===== src/rtl/req_chan_arb4.sv =====
// rtl/req_chan_arb4.sv - 4-requester round-robin arbiter with registered one-entry output slice; option REQ_ARB_IDTAG_EN
module req_chan_arb4 #(
  parameter int ID_W   = 4,
  parameter int ADDR_W = 32,
  parameter int ATOP_W = 6,
  parameter int NREQ   = 4
) (
  input  logic                   clk,
  input  logic                   rst_n,
  input  logic [NREQ-1:0]        m_valid,
  output logic [NREQ-1:0]        m_ready,
  input  logic [NREQ*ID_W-1:0]   m_id,
  input  logic [NREQ*ADDR_W-1:0] m_addr,
  input  logic [NREQ*ATOP_W-1:0] m_atop,
  output logic                   a_valid,
  input  logic                   a_ready,
  output logic [ID_W-1:0]        a_id,
  output logic [ADDR_W-1:0]      a_addr,
  output logic [ATOP_W-1:0]      a_atop,
  output logic [1:0]             a_src
);

  typedef enum logic {S_EMPTY = 1'b0, S_FULL = 1'b1} slice_state_e;

  slice_state_e    state_q, state_d;
  logic [1:0]      rr_ptr;
  logic [1:0]      win;
  logic            found;
  logic            load;
  logic            grant;
  logic [ID_W-1:0] win_id;
  logic [ID_W-1:0] id_d;

  // First valid requester at or after rr_ptr, wrapping modulo 4.
  always_comb begin
    found = 1'b0;
    win   = rr_ptr;
    for (int k = 0; k < 4; k++) begin
      if (!found && m_valid[rr_ptr + 2'(k)]) begin
        found = 1'b1;
        win   = rr_ptr + 2'(k);
      end
    end
  end

  assign load   = (state_q == S_EMPTY) | a_ready;
  assign grant  = load & found & rst_n;
  assign win_id = m_id[win*ID_W +: ID_W];

`ifdef REQ_ARB_IDTAG_EN
  // Upper id bits are replaced by the source index for response routing.
  assign id_d = {win, win_id[ID_W-3:0]};
`else
  assign id_d = win_id;
`endif

  always_ff @(posedge clk or negedge rst_n) begin
    if (!rst_n) begin
      state_q <= S_EMPTY;
    end else begin
      state_q <= state_d;
    end
  end

  always_comb begin
    state_d = state_q;
    if (load) begin
      state_d = found ? S_FULL : S_EMPTY;
    end
  end

  always_comb begin
    a_valid = (state_q == S_FULL);
    m_ready = grant ? (NREQ'(1) << win) : '0;
  end

  // Payload and pointer move only on a requester handshake.
  always_ff @(posedge clk or negedge rst_n) begin
    if (!rst_n) begin
      a_id   <= '0;
      a_addr <= '0;
      a_atop <= '0;
      a_src  <= '0;
      rr_ptr <= '0;
    end else if (grant) begin
      a_id   <= id_d;
      a_addr <= m_addr[win*ADDR_W +: ADDR_W];
      a_atop <= m_atop[win*ATOP_W +: ATOP_W];
      a_src  <= win;
      rr_ptr <= win + 2'd1;
    end
  end

endmodule


===== config.mk =====
export PLATFORM = sky130hd
export DESIGN_NAME = req_chan_arb4
export DESIGN_NICKNAME = d
export VERILOG_FILES = /design/src/rtl/req_chan_arb4.sv
export SDC_FILE = /design/constraint.sdc
export NUM_CORES = 1
export LEC_CHECK = 0
export ABC_AREA = 1
export CAP_MARGIN = 20
export CORE_UTILIZATION = 35
export DETAILED_ROUTE_END_ITERATION = 12
export HOLD_SLACK_MARGIN = 0.1
export PLACE_DENSITY = 0.74
export SLEW_MARGIN = 10
export SYNTH_ARGS = -nofsm -noshare
export SYNTH_HDL_FRONTEND = slang
export SYNTH_SLANG_ARGS = --single-unit

===== constraint.sdc =====
create_clock -name clk -period 2.4 [get_ports clk]
set_clock_uncertainty 0.05 [all_clocks]
set_input_delay 0.48 -clock clk [delete_from_list [all_inputs] [get_ports clk]]
set_output_delay 0.48 -clock clk [all_outputs]
set_load 0.05 [all_outputs]

# Yosys cells after proc, flatten, opt, wreduce, memory -nomap -nowiden
# Cells that the tools add are included.
[totals] regBits=47 wordCells=46
[classes] mul=1 order_cmp=4 shifts=4 n_addsub=4 reduce_logical=6 mux=17 bitwise=4
[ops] cell="$shiftx 128x8->32" n=1
[ops] cell="$shiftx 24x6->6" n=1
[ops] cell="$shiftx 16x5->4" n=1
[ops] cell="$lt 2x3->1 const B" n=4
[ops] cell="$mux 1" n=9
[ops] cell="$bmux 1 s2" n=4
[ops] cell="$mux 2" n=3
[ops] cell="$add 2x1->2 const B" n=2
[ops] cell="$add 2x2->2 const B" n=2
[ops] cell="$mul 2x2->4 const B" n=1
[ops] cell="$mux 4" n=1
[ops] cell="$shl 1x2->4 const A" n=1
[ops] cell="$logic_and 1x1->1" n=3
[ops] cell="$logic_not 1->1" n=3
[ops] cell="$and 1x1->1" n=2
[ops] cell="$not 1->1" n=1
[ops] cell="$or 1x1->1" n=1

# Longest topological paths before layout
[logic_depth] depth_word=15 depth_mapped=18

# Worst setup path after synthesis
# OpenSTA, ideal clock, no wires.
[synth_path] path_kind="register to output" start="reg rr_ptr[1]" end="out m_ready[3]" arrival_ps=2216 path_buffers=2 required_ps=1870 stages_incl_launch_ff=14 path_slack_ps=-346 path_cell_list="dfrtp_1 -> buf_4 -> inv_4 -> nand2_1 -> nand2_1 -> nand2_1 -> nand2_2 -> nand4_4 -> inv_1 -> nand2_1 -> nand2_2 -> buf_2 -> nand2_1 -> nor2_1"
[synth_between] elab_chain_cells=15
[synth_rtl] item="from (decl)" line="26" source="logic [1:0] rr_ptr;"
[synth_rtl] item="from (signal assigned)" line="90" source="rr_ptr <= win + 2'd1;"
[synth_rtl] item="branches (longest 14 deep; another with $add 2x1->2)"
[synth_rtl] item="$mux 4 *" line="74" source="m_ready = grant ? (NREQ'(1) << win) : '0;"
[synth_rtl] item="to (decl)" line="11" source="output logic [NREQ-1:0] m_ready,"
# Mark *: on every way between the ends. The select of a mux whose other input is x is not followed.

# Final worst setup path
[layout_path] start="reg rr_ptr[0]" end="out m_ready[3]"
# Same word-level chain as after synthesis.

==> summary.txt <==
HP Class -> primary input to asynchronous set/reset pin
Total die area -> 0.0121 sq mm
Post-route DRC -> 0
Fmax -> 381 MHz
Drt first pass iters -> 4
Remaining global-route overflow -> 0
Final hold vios -> 0
Status -> finished with violations
Area delta synth->final -> 78.7%
Met2 WL post-DR -> 8.38 mm
Clock Sinks -> 47
Final period utilization -> 109%
Initial antenna violation count -> 0
Failing checks -> negative setup slack
Met3 WL -> 1.54 mm
Most frequent cells in the layout -> nand2_1, clkdlybuf4s50_1, nand3_1
Mapped Cells -> 712
Worst Hold Slack -> 0.324 ns
Core Box Area -> 0.0114 sq mm
Final Max Tran Viols -> 0
Crit-path max FO -> 5
Startpoint types -> register
Max-Cap Viols -> 0
Boundary Pins -> 224
Hold buffers post-CTS -> 0
Synth Net Count -> 887
CTS tree -> done
CTS Buf Count -> 5
Worst path arrival time -> 2.09 ns
Vias per std cell -> 5.03
Total track usage -> 24.7%
Die Y -> 110 um
Final nets -> 1,116
H-tree lvl count -> 2
Die W -> 110 um
Register-to-register setup slack -> -0.02 ns
Top layer used by detailed routing -> met4
Layout cell share with drive strength beyond 1 -> 13.3%
RSZ-0062 raised after global routing -> yes
Final WS setup -> -0.225 ns
Post-synthesis cell type count -> 21
Crit path kind -> register to output port
Required @ worst endpoint -> 1.87 ns
PwrDens -> 1640 mW/mm^2
Clock-pin slew on the worst setup and hold paths -> 0.07 ns
Pin count of the biggest net entering global routing -> 52
Placed inst area -> 0.00667 sq mm
Final setup viols -> 12
Clk buf depth -> 2
Worst-Skew Late Latency -> 0.30 ns
Worst-margin pin slew -> 0.661 ns
Mapped Area -> 0.00409 sq mm
Crit end category -> output port
Finished Cell Area -> 0.00730 sq mm
Yosys warnings -> 0
WL/cell -> 15.6 um
Via count -> 5,454
Avg Inst Size Synth -> 5.74 sq um
DR iter-0 viols -> 338
DRT Wirelength -> 17.0 mm
Final HPWL DP -> 11.0 mm
Commonest non-fill, non-tap cell in the layout -> nand2_1
Slew Limit Headroom -> 56.0%
Core Util, Final -> 63.9%
Port buffer count -> 223
Root Driver -> clkbuf_16
Pre-CTS setup slack -> -0.339 ns
Number of global-route vias before repair -> 4,787
Synth Register Bits -> 47
First-pass GRT wire length -> 23.0 mm
Routability Congestion -> 0.880
Pleak -> 3.74 nW
Rows -> 39
Ant diodes -> 0
Fin crit period -> 2.62 ns
Post-DRT Antenna Nets -> 0
Max VDD drop -> 0.00101 V
Initial Util -> 35.8%
Part of the Yosys area used for sequential elements -> 28.8%
M1 wire length -> 6.79 mm
==> logic make-up (layout without fill, tap and decap cells) <==
logic type | count (synthesis) | count (layout) | synth area share, %
and+or+nand+nor | 595 | 595 | 61.9
AOI/OAI and AO/OA | 2 | 2 | 0.245
DFF | 47 | 47 | 28.8
buffers and inverters | 68 | 298 | 9.07
==> worst max-delay path, cell delays in order (launching register included) <==
cell and delay (ns):
dfrtp_2 0.47, inv_4 0.10, buf_4 0.11, nand2_1 0.07, nand3_1 0.10, nand2_2 0.09
nor2_4 0.15, buf_6 0.12, nand4_4 0.08, nand2_4 0.11, inv_4 0.05, buf_6 0.11
nor2_4 0.11, buf_12 0.14
==> layout make-up <==
| type | instances | area [sq um] |
|---|---|---|
| well taps | 143 | 179 |
| multi-input cells | 597 | 2760 |
| inverters | 12 | 56.3 |
| repair inverters | 1 | 7.51 |
| clock buffers | 8 | 156 |
| repair buffers | 277 | 2970 |
| fillers | 1031 | 4120 |
| flip-flops and latches | 47 | 1180 |
==> Yosys cell counts <==
cell / n / area [sq um]
a21oi_1: 1 / 5.00
buf_2: 33 / 165
buf_4: 13 / 97.6
buf_6: 3 / 33.8
clkbuf_1: 7 / 26.3
dfrtp_1: 47 / 1180
inv_1: 9 / 33.8
inv_2: 2 / 7.51
inv_4: 1 / 6.26
nand2_1: 394 / 1480
nand2_2: 6 / 37.5
nand2_4: 1 / 11.3
nand3_1: 182 / 911
nand3_2: 2 / 20.0
nand4_1: 1 / 6.26
nand4_2: 1 / 12.5
nand4_4: 1 / 21.3
nor2_1: 5 / 18.8
nor2_2: 1 / 6.26
nor3_1: 1 / 5.00
o21ai_0: 1 / 5.00
==> metal layers <==
layer,vias to the layer above,global-route usage (%)
li1,2730,-
met3,19,5.94
met1,2482,28.5
met4,0,6.95
met2,223,44.9
met5,-,0
==> where the power goes <==
part | internal [mW] | switching (mW)
sequential | 1.16 | 0.224
combinational | 3.79 | 6.05
clock | 0.445 | 0.319
total | 5.39 | 6.59
==> path summary, 6_finish.rpt <==
check                          start          to  depth (start not counted)
hold reg to reg            a_atop[3]   a_atop[3]                          2
setup / recovery           rr_ptr[0]  m_ready[3]                         13
setup reg to reg           rr_ptr[0]   a_atop[0]                         18
min in group clk           a_atop[3]   a_atop[3]                          2
hold / removal                 rst_n  a_addr[26]                          2
max in group asynchronous      rst_n   rr_ptr[1]                          2
==> per-stage QoR <==
stage          std cells  total power [mW]  TNS, ns
5_1_grt             1085              12.9    -4.71
4_1_cts             1076              11.2   -0.580
2_1_floorplan        712              7.32   -0.193
3_3_place_gp        1059              10.0   -11.24
6_report            1085              12.0   -0.872
3_5_place_dp        1059              10.1   -12.88
==> what timing repair did <==
item	CTS	global route
gates resized for setup	31	43
setup endpoints to repair	4	48
gates cloned	2	7
setup buffers	7	4
pin swaps	14	26
==> flip-flops by register name, summed over array words and instances, names as in the netlist <==
name,cells
a_valid,1
rr_ptr,2
a_src,2
a_id,4
a_addr,32
a_atop,6
Power figures use the tool's default switching activity.
==> edit: new RTL, config.mk and constraints unchanged <==
Make the reset (`rst_n`) synchronous in 2 clocked blocks.
--- a/src/rtl/req_chan_arb4.sv
+++ b/src/rtl/req_chan_arb4.sv
@@ -55,5 +55,5 @@
 `endif
 
-  always_ff @(posedge clk or negedge rst_n) begin
+  always_ff @(posedge clk) begin
     if (!rst_n) begin
       state_q <= S_EMPTY;
@@ -76,5 +76,5 @@
 
   // Payload and pointer move only on a requester handshake.
-  always_ff @(posedge clk or negedge rst_n) begin
+  always_ff @(posedge clk) begin
     if (!rst_n) begin
       a_id   <= '0;
Behaviour: differs if rst_n is asserted again (counterexample within 4 cycles, from zero or initial values and one cycle with rst_n low); with rst_n held inactive, the same outputs for 10 cycles.
==> edit against the original RTL <==
The flow still finishes with violations (setup timing); sequential cell count unchanged; combinational power decreased by 13%; setup slack improved by 8.0 ps; cell area decreased by 6.1%; routed wire length decreased by 6.2%; power decreased by 13%; count of clock-buffer cells in the layout decreased by 3; area after synthesis decreased by 5.6%; sequential power decreased by 8%; critical endpoint is now m_ready[0]; highest routed layer unchanged.
==> edit: results (changes against the original RTL) <==
[logic_synthesis]
synthTopCellsByCount = nand2_1 (388), nand3_1 (184), dfxtp_1 (47), buf_2 (29), clkbuf_1 (16)
ys_top_cells_by_area = nand2_1 (38%), dfxtp_1 (24%), nand3_1 (24%)
ys_async_sr_fraction = 0  ; -1.00
synth_cell_types = 24  ; +14%
postSynthNetCount = 888  ; +0.11%
avgSynthCellArea_um2 = 5.41  ; -5.7%

[sta]
slew_headroom = 0.613  ; +0.0538
setup_violations = 4  ; -8
setup_ws_ps = -217  ; +8.04 ps
finalSetupTns_ps = -741  ; +131 ps

[placement]
numPortBuffers = 223  ; unchanged
pre_cts_slack_ps = -451  ; -111 ps
gp_congestion = 0.872  ; -0.85%
place_hpwl_um = 11200  ; +1.8%

[cells_and_area]
final-instance-count-excl-fill = 1075  ; -0.92%
drive_above_1_share = 0.133  ; +0.000424
filler_cell_count = 958  ; -7.1%

[power]
leakage_nw = 3.40  ; -9.1%
max-vdd-ir-drop_uv = 827  ; -18%

[detailed_routing]
wl_per_cell_um = 14.8  ; -5.3%
vias = 5405  ; -0.90%

[grt]
grt_pass1_wl_um = 24400  ; +6.1%
grt_pass1_vias = 5073  ; +6.0%

[critical_path]
reg2reg_slack_ps = 20  ; +40 ps
cp-endpoint = m_ready[0]
slowest_delay_ps = 440  ; -30 ps
crit_path_max_fanout = 7  ; +2
reg2reg_depth = 15  ; -3
cp_slowest_cell = dfxtp_4

[hold_path]
min-delay-path-class = reg -> reg

[outcome]
violations = setup timing
status = complete, but fails checks

[clock_tree]
cts_root_buf = clkbuf_8

-- edit: logic make-up (layout without fill, tap and decap cells) --
kind of cell | after synthesis | count (layout) | synth area share
buf+inv | 65 | 291 | 0.0850
flops | 47 | 47 | 0.244
simple gates | 594 | 594 | 0.657
compound gates | 7 | 7 | 0.0136
-- edit: what timing repair did --
action                                  4_1_cts  5_1_grt
buffers inserted                             11        5
gates resized for setup                      58       26
endpoints found under the setup margin        5       46
pin swaps                                    29       16
hold buffers                                  0        0
hold endpoints to repair                      0        0
-- edit: routing by layer --
| metal | routed length, µm | GRT usage |
|---|---|---|
| met1 | 6180 | 0.306 |
| met2 | 7910 | 0.490 |
| met3 | 1460 | 0.0657 |
| met4 | 378 | 0.0822 |
| met5 | 0 | 0 |
-- edit: final cells by class --
type / count / area [µm²] / area share
Clock inverter: 3 / 18.8 / 0.00274
Timing Repair Buffer: 273 / 2710 / 0.394
Tap cell: 136 / 170 / 0.0248
Sequential cell: 47 / 948 / 0.138
Inverter: 10 / 53.8 / 0.00785
Multi-Input combinational cell: 601 / 2890 / 0.422
Clock buffer: 5 / 68.8 / 0.0100
-- edit: stage by stage --
step	total power [mW]	instance area (µm²)	hold slack (ps)
3_3_place_gp	8.97	6350	405
4_1_cts	10.1	6720	426
6_report	10.4	6860	425
5_1_grt	11.3	6860	444
3_5_place_dp	9.05	6350	413
2_1_floorplan	6.75	3900	615
-- edit: critical path, delay by kind of cell, from the launching register on --
kind	cells	cell delay [ps]
compound gates	1	70
buf+inv	3	360
flops	1	440
simple gates	8	900
-- edit: power breakdown --
group	switching, mW	leakage, nW	total, mW	internal (mW)
combinational	5.44	2.96	8.61	3.17
sequential	0.180	0.391	1.27	1.09
clock	0.300	0.0483	0.506	0.206
